==> config.mk <==
export PLATFORM = sky130hd
export DESIGN_NAME = input_controller
export DESIGN_NICKNAME = d
export VERILOG_FILES = /design/src/rtl/polar_pkg.sv /design/src/rtl/input_controller.sv
export SDC_FILE = /design/constraint.sdc
export NUM_CORES = 1
export LEC_CHECK = 0
export ABC_AREA = 1
export CORE_MARGIN = 2
export CORE_UTILIZATION = 50
export CTS_CLUSTER_SIZE = 25
export DETAILED_ROUTE_END_ITERATION = 7
export PLACE_DENSITY_LB_ADDON = 0.25
export SYNTH_ARGS = -nofsm -noshare
export SYNTH_HDL_FRONTEND = slang
export SYNTH_SLANG_ARGS = --single-unit
==> constraint.sdc <==
create_clock -name clk -period 2.7 [get_ports clk]
set_input_delay 0.54 -clock clk [delete_from_list [all_inputs] [get_ports clk]]
set_output_delay 0.54 -clock clk [all_outputs]
set_load 0.01 [all_outputs]
==> src/rtl/polar_pkg.sv <==
// polar_pkg: constants and types shared by the polar decoder's top FSM and its I/O stages.
// Revision 1.0
`default_nettype none

package polar_pkg;

    localparam int STATE_WIDTH = 8;
    localparam int LLR_WIDTH   = 8;

    localparam logic [STATE_WIDTH-1:0] IDLE_STATE   = 8'd0;
    localparam logic [STATE_WIDTH-1:0] INPUT_STATE  = 8'd1;
    localparam logic [STATE_WIDTH-1:0] DECODE_STATE = 8'd2;
    localparam logic [STATE_WIDTH-1:0] OUTPUT_STATE = 8'd3;

    typedef enum logic [1:0] {
        IN_IDLE    = 2'd0,
        IN_RECEIVE = 2'd1,
        IN_DRAIN   = 2'd2,
        IN_DONE    = 2'd3
    } in_fsm_t;

endpackage

`default_nettype wire

==> src/rtl/input_controller.sv <==
// input_controller: AXI4-Stream slave that writes one frame of LLR words into the input BRAM.
// Revision 1.0
`default_nettype none

module input_controller #(
    parameter int INPUT_LENGTH        = 1024,
    parameter int ADDR_WIDTH          = 10,
    parameter int DATA_WIDTH          = polar_pkg::LLR_WIDTH,
    parameter int STATE_WIDTH         = polar_pkg::STATE_WIDTH,
    parameter logic [STATE_WIDTH-1:0] INPUT_STATE = polar_pkg::INPUT_STATE,
    parameter int INNER_COUNTER_WIDTH = 11
) (
    input  logic                   clk,
    input  logic                   reset_n,
    input  logic [STATE_WIDTH-1:0] state,
    input  logic [DATA_WIDTH-1:0]  saxis_tdata,
    input  logic                   saxis_tvalid,
    input  logic                   saxis_tlast,
    output logic                   saxis_tready,
    output logic [DATA_WIDTH-1:0]  data_to_bram,
    output logic [ADDR_WIDTH-1:0]  addr_to_bram,
    output logic                   write_enable_to_bram,
    output logic                   input_done,
    output logic                   length_error
);

    import polar_pkg::*;

    localparam logic [INNER_COUNTER_WIDTH-1:0] c_LAST = INNER_COUNTER_WIDTH'(INPUT_LENGTH - 1);

    in_fsm_t                        r_fsm;
    in_fsm_t                        w_next_fsm;
    logic [INNER_COUNTER_WIDTH-1:0] r_counter;
    logic                           r_we;
    logic [ADDR_WIDTH-1:0]          r_addr;
    logic [DATA_WIDTH-1:0]          r_data;
    logic                           r_done;
    logic                           r_len_err;

    logic w_in_state;
    logic w_tready;
    logic w_accept;
    logic w_last_slot;
    logic w_write;
    logic w_inc;
    logic w_clr_cnt;
    logic w_set_err;
    logic w_clr_err;
    logic w_done_nxt;

    assign w_in_state  = (state == INPUT_STATE);
    assign w_tready    = (r_fsm == IN_RECEIVE) || (r_fsm == IN_DRAIN);
    assign w_accept    = saxis_tvalid & w_tready;
    assign w_last_slot = (r_counter == c_LAST);

    always_ff @(posedge clk or negedge reset_n) begin
        if (!reset_n) begin
            r_fsm <= IN_IDLE;
        end else begin
            r_fsm <= w_next_fsm;
        end
    end

    always_comb begin
        w_next_fsm = r_fsm;
        w_write    = 1'b0;
        w_inc      = 1'b0;
        w_clr_cnt  = 1'b0;
        w_set_err  = 1'b0;
        w_clr_err  = 1'b0;
        w_done_nxt = 1'b0;
        case (r_fsm)
            IN_IDLE: begin
                if (w_in_state) begin
                    w_next_fsm = IN_RECEIVE;
                    w_clr_cnt  = 1'b1;
                    w_clr_err  = 1'b1;
                end
            end
            IN_RECEIVE: begin
                if (w_accept) begin
                    w_write = 1'b1;
                    w_inc   = 1'b1;
                    if (w_last_slot) begin
                        if (saxis_tlast) begin
                            w_next_fsm = IN_DONE;
                        end else begin
                            w_set_err  = 1'b1;
                            w_next_fsm = IN_DRAIN;
                        end
                    end else if (saxis_tlast) begin
                        w_set_err  = 1'b1;
                        w_next_fsm = IN_DONE;
                    end
                end
                // An abort wins over the beat's state change, but the beat itself is still written.
                if (!w_in_state) begin
                    w_next_fsm = IN_IDLE;
                    w_clr_cnt  = 1'b1;
                end
            end
            IN_DRAIN: begin
                if (w_accept && saxis_tlast) begin
                    w_next_fsm = IN_DONE;
                end
                if (!w_in_state) begin
                    w_next_fsm = IN_IDLE;
                    w_clr_cnt  = 1'b1;
                end
            end
            IN_DONE: begin
                if (w_in_state) begin
                    w_done_nxt = 1'b1;
                end else begin
                    w_next_fsm = IN_IDLE;
                    w_clr_cnt  = 1'b1;
                end
            end
            default: begin
                w_next_fsm = IN_IDLE;
            end
        endcase
    end

    always_ff @(posedge clk or negedge reset_n) begin
        if (!reset_n) begin
            r_counter <= '0;
            r_we      <= 1'b0;
            r_addr    <= '0;
            r_data    <= '0;
            r_done    <= 1'b0;
            r_len_err <= 1'b0;
        end else begin
            r_we   <= w_write;
            r_done <= w_done_nxt;
            if (w_write) begin
                r_addr <= r_counter[ADDR_WIDTH-1:0];
                r_data <= saxis_tdata;
            end
            if (w_clr_cnt) begin
                r_counter <= '0;
            end else if (w_inc) begin
                r_counter <= r_counter + 1'b1;
            end
            if (w_clr_err) begin
                r_len_err <= 1'b0;
            end else if (w_set_err) begin
                r_len_err <= 1'b1;
            end
        end
    end

    assign saxis_tready         = w_tready;
    assign data_to_bram         = r_data;
    assign addr_to_bram         = r_addr;
    assign write_enable_to_bram = r_we;
    assign input_done           = r_done;
    assign length_error         = r_len_err;

endmodule

`default_nettype wire

==> impl_metrics.prom <==
# TYPE chip_impl_metric gauge
chip_impl_metric{name="place.port_buffers",unit=""} 41
chip_impl_metric{name="syn_area_per_cell",unit="µm²"} 8.409
chip_impl_metric{name="worst_ir_drop_vdd",unit="mV"} 0.4504
chip_impl_metric{name="report.final.slew_viol_count",unit=""} 0
chip_impl_info{name="top_usage_layer",value="met2"} 1
chip_impl_metric{name="nFillCells",unit=""} 305
chip_impl_metric{name="setup_ws",unit="ns"} 0.4865
chip_impl_metric{name="count_of_buffers_added_by_post_cts_timing_repair_for_setup",unit=""} 0
chip_impl_metric{name="cts-hold-fix-buffers",unit=""} 0
chip_impl_metric{name="tightestPinTransition",unit="ns"} 0.4219
chip_impl_metric{name="clk_transition_reported_paths",unit="ns"} 0.11
chip_impl_metric{name="synth_seq_area_share",unit="%"} 47.95
chip_impl_metric{name="postSynthCellCount",unit=""} 211
chip_impl_metric{name="crit_fanout",unit=""} 4
chip_impl_metric{name="synth_edf_count",unit=""} 0
chip_impl_metric{name="number_of_vias_after_detailed_routing",unit=""} 1445
chip_impl_metric{name="layout.nets",unit=""} 283
chip_impl_metric{name="clockBufferDepth",unit=""} 2
chip_impl_info{name="path_type_of_the_worst_setup_path",value="reg -> out"} 1
chip_impl_metric{name="clock-sinks",unit=""} 34
chip_impl_metric{name="ys_types",unit=""} 25
chip_impl_metric{name="row_count",unit=""} 21
chip_impl_metric{name="clkLatencyLatePin",unit="ns"} 0.35
chip_impl_metric{name="gr-usage-met2",unit="%"} 28.82
chip_impl_metric{name="worst-endpoint-arrival",unit="ns"} 1.67
chip_impl_metric{name="core_region_area",unit="µm²"} 3363
chip_impl_metric{name="drv_cap",unit=""} 0
chip_impl_metric{name="drtIter0Drc",unit=""} 95
chip_impl_metric{name="antenna-diode-count",unit=""} 0
chip_impl_metric{name="synthesized_flop_and_latch_total",unit=""} 34
chip_impl_info{name="setup.worst_path.end_class",value="primary output"} 1
chip_impl_metric{name="largest_net_degree_at_the_start_of_global_routing",unit=""} 35
chip_impl_info{name="result_of_the_run",value="completed"} 1
chip_impl_metric{name="design_area",unit="µm²"} 2295
chip_impl_metric{name="cts_repair_resize_count",unit=""} 0
chip_impl_info{name="cts.root.buffer_cell",value="sky130_fd_sc_hd__clkbuf_4"} 1
chip_impl_metric{name="grtUsageMet1",unit="%"} 24.07
chip_impl_metric{name="drt_pre_antenna_iters",unit=""} 4
chip_impl_info{name="unrepaired_setup_endpoints_after_global_routing",value="false"} 1
chip_impl_metric{name="clock-skew-final",unit="ns"} 0.008114
chip_impl_metric{name="total_leakage_power",unit="nW"} 1.165
chip_impl_metric{name="cts-htree-levels",unit=""} 2
chip_impl_metric{name="detail_route.drc_violations",unit=""} 0
chip_impl_metric{name="fp.dieArea",unit="µm²"} 4041
chip_impl_metric{name="r2r_setup_slack",unit="ns"} 0.81
chip_impl_info{name="crit_chain",value="inv_1 > ha_1 > clkdlybuf4s50_1"} 1
chip_impl_metric{name="async_reset_ff_share",unit="%"} 100.0
chip_impl_metric{name="fmax",unit="MHz"} 451.8
chip_impl_metric{name="io_pins",unit=""} 42
chip_impl_metric{name="instances_no_fill",unit=""} 303
chip_impl_metric{name="final-hold-violation-count",unit=""} 0
chip_impl_metric{name="post-layout-total-power",unit="W"} 0.001522
chip_impl_metric{name="dieWidth",unit="µm"} 63.57
chip_impl_metric{name="grt-ovfl-total",unit=""} 0
chip_impl_metric{name="first_global_vias",unit=""} 1351
chip_impl_metric{name="gpl.final_weighted_congestion",unit=""} 0.8347
chip_impl_metric{name="cts_inserted_buffers",unit=""} 5
chip_impl_info{name="yosys_most_used_dff",value="sky130_fd_sc_hd__dfrtp_1"} 1
chip_impl_metric{name="final_min_period_over_clock_period",unit="%"} 81.98
chip_impl_info{name="worst_setup_path_start_kind",value="flip-flop"} 1
chip_impl_metric{name="syn_nets",unit=""} 238
chip_impl_metric{name="grt_use_met3",unit="%"} 3.929
chip_impl_metric{name="worst_ep_required_time",unit="ns"} 2.16
chip_impl_info{name="worstHoldPathType",value="reg -> reg"} 1
chip_impl_metric{name="die_h",unit="µm"} 63.57
chip_impl_metric{name="grtUsageTotal",unit="%"} 18.25
chip_impl_metric{name="placed_cell_area",unit="µm²"} 2231
chip_impl_metric{name="crit_path_max_incr_delay",unit="ns"} 0.53
chip_impl_metric{name="max-slew-margin-rel",unit="%"} 71.88
chip_impl_info{name="tritoncts",value="yes"} 1
chip_impl_metric{name="timing.final.setup_violations",unit=""} 0
chip_impl_metric{name="initial_antenna_violation_count",unit=""} 0
chip_impl_metric{name="post-place-ws",unit="ns"} 0.6014
chip_impl_metric{name="syn-cell-area",unit="µm²"} 1774
chip_impl_metric{name="hpwl",unit="µm"} 2444
chip_impl_metric{name="viasPerCell",unit=""} 4.769
chip_impl_info{name="slowest_stage",value="sky130_fd_sc_hd__clkdlybuf4s50_1"} 1
chip_impl_metric{name="dp.cells",unit=""} 295
chip_impl_metric{name="minimum_clock_period",unit="ns"} 2.214
chip_impl_metric{name="wl_cell",unit="µm"} 10.83
chip_impl_metric{name="detail_route.wirelength",unit="µm"} 3283
chip_impl_metric{name="p_per_area",unit="nW/µm²"} 663.1
chip_impl_metric{name="grt_pass1_wl",unit="µm"} 5809
chip_impl_metric{name="drive_above_1_share",unit="%"} 11.28
chip_impl_metric{name="area.growth.synth_to_final",unit="%"} 29.34
chip_impl_metric{name="ys_warn_count",unit=""} 0
chip_impl_metric{name="finalSetupTns",unit="ns"} 0
chip_impl_metric{name="antenna_violating_nets_post_route",unit=""} 0
chip_impl_metric{name="initial_standard_cell_utilization_of_the_core",unit="%"} 52.75
## cells by family after synthesis
logic type / count (synthesis) / synth area share, %
DFF: 34 / 47.96
buffers and inverters: 30 / 6.558
AOI/OAI and AO/OA: 17 / 5.148
adders and majority gates: 7 / 4.936
xor gates and xnor gates: 3 / 2.962
and+or+nand+nor: 120 / 32.44
## area by class of cell
cell class              instances  area [µm²]  share of cell area [%]
multi-input cells             147       807.0                   35.17
clock inverters                 2       12.51                  0.5453
flip-flops and latches         34       850.8                   37.08
inverters                      26       97.59                   4.253
repair buffers                 42       417.9                   18.21
clock buffers                   6       51.30                   2.236
well taps                      46       57.56                   2.508
## power breakdown
part	switching, W	internal [W]	leakage (nW)
Combinational	0.000299	0.000265	0.674
Clock	0.000181	0.000125	0.0343
Sequential	0.0000553	0.000596	0.457
## Yosys cell counts, types with 2 or more instances
| library cell | count | share of area (%) |
|---|---|---|
| sky130_fd_sc_hd__a21oi_1 | 5 | 1.4 |
| sky130_fd_sc_hd__a31oi_1 | 2 | 0.71 |
| sky130_fd_sc_hd__buf_2 | 3 | 0.85 |
| sky130_fd_sc_hd__dfrtp_1 | 34 | 48 |
| sky130_fd_sc_hd__ha_1 | 7 | 4.9 |
| sky130_fd_sc_hd__inv_1 | 25 | 5.3 |
| sky130_fd_sc_hd__nand2_1 | 69 | 15 |
| sky130_fd_sc_hd__nand2_2 | 4 | 1.4 |
| sky130_fd_sc_hd__nand2_4 | 2 | 1.3 |
| sky130_fd_sc_hd__nand3_1 | 9 | 2.5 |
| sky130_fd_sc_hd__nand4_1 | 2 | 0.71 |
| sky130_fd_sc_hd__nor2_1 | 18 | 3.8 |
| sky130_fd_sc_hd__nor2_2 | 4 | 1.4 |
| sky130_fd_sc_hd__nor2_4 | 3 | 1.9 |
| sky130_fd_sc_hd__nor2_8 | 2 | 2.3 |
| sky130_fd_sc_hd__nor3_1 | 5 | 1.4 |
| sky130_fd_sc_hd__o21ai_0 | 9 | 2.5 |
## through the flow
step / util [%] / hold WS (ns)
after floorplan: - / 0.2444
after global placement: 66.33 / 0.4637
after detailed placement: 66.33 / 0.4689
after CTS: 68.23 / 0.4968
after global routing: 68.23 / 0.5093
final: 68.23 / 0.4934
## cells in the final DEF, fill, tap and decap left out, drive strengths merged
master / instances
buf: 1
clkinvlp: 1
a31oi: 2
nand4: 2
inv: 26
nor2: 27
xor2: 3
ha: 7
o21ai: 9
nor3b: 1
nor3: 5
clkbuf: 6
nand3: 9
nand2: 75
nand3b: 1
dfrtp: 34
clkinv: 1
clkdlybuf4s50: 41
a21oi: 6
## metal layers
layer,vias to the layer above,routed length [µm]
met2,32,1490
li1,741,-
met1,664,1568
met4,0,58
met3,8,165
met5,-,0
## critical path, delay by kind of cell (launching register included)
kind | cells | cell delay [ns]
buf+inv | 2 | 0.62
flops | 1 | 0.41
fa+ha+maj | 1 | 0.29
## state kept, by name, summed over array words and instances (netlist names)
signal and cells:
length_error 1, r_counter 11, addr_to_bram 10, r_fsm 2, input_done 1, write_enable_to_bram 1
data_to_bram 8
## worst paths after layout
check / from / endpoint / depth (start not counted)
max: r_fsm[1] / saxis_tready / 3
min: data_to_bram[5] / data_to_bram[5] / 2
max reg2reg: r_fsm[1] / r_counter[2] / 8
min reg2reg: data_to_bram[5] / data_to_bram[5] / 2
max in group asynchronous: reset_n / r_fsm[1] / 2
min in group asynchronous: reset_n / addr_to_bram[9] / 2
(Power assumes the default switching activity.)
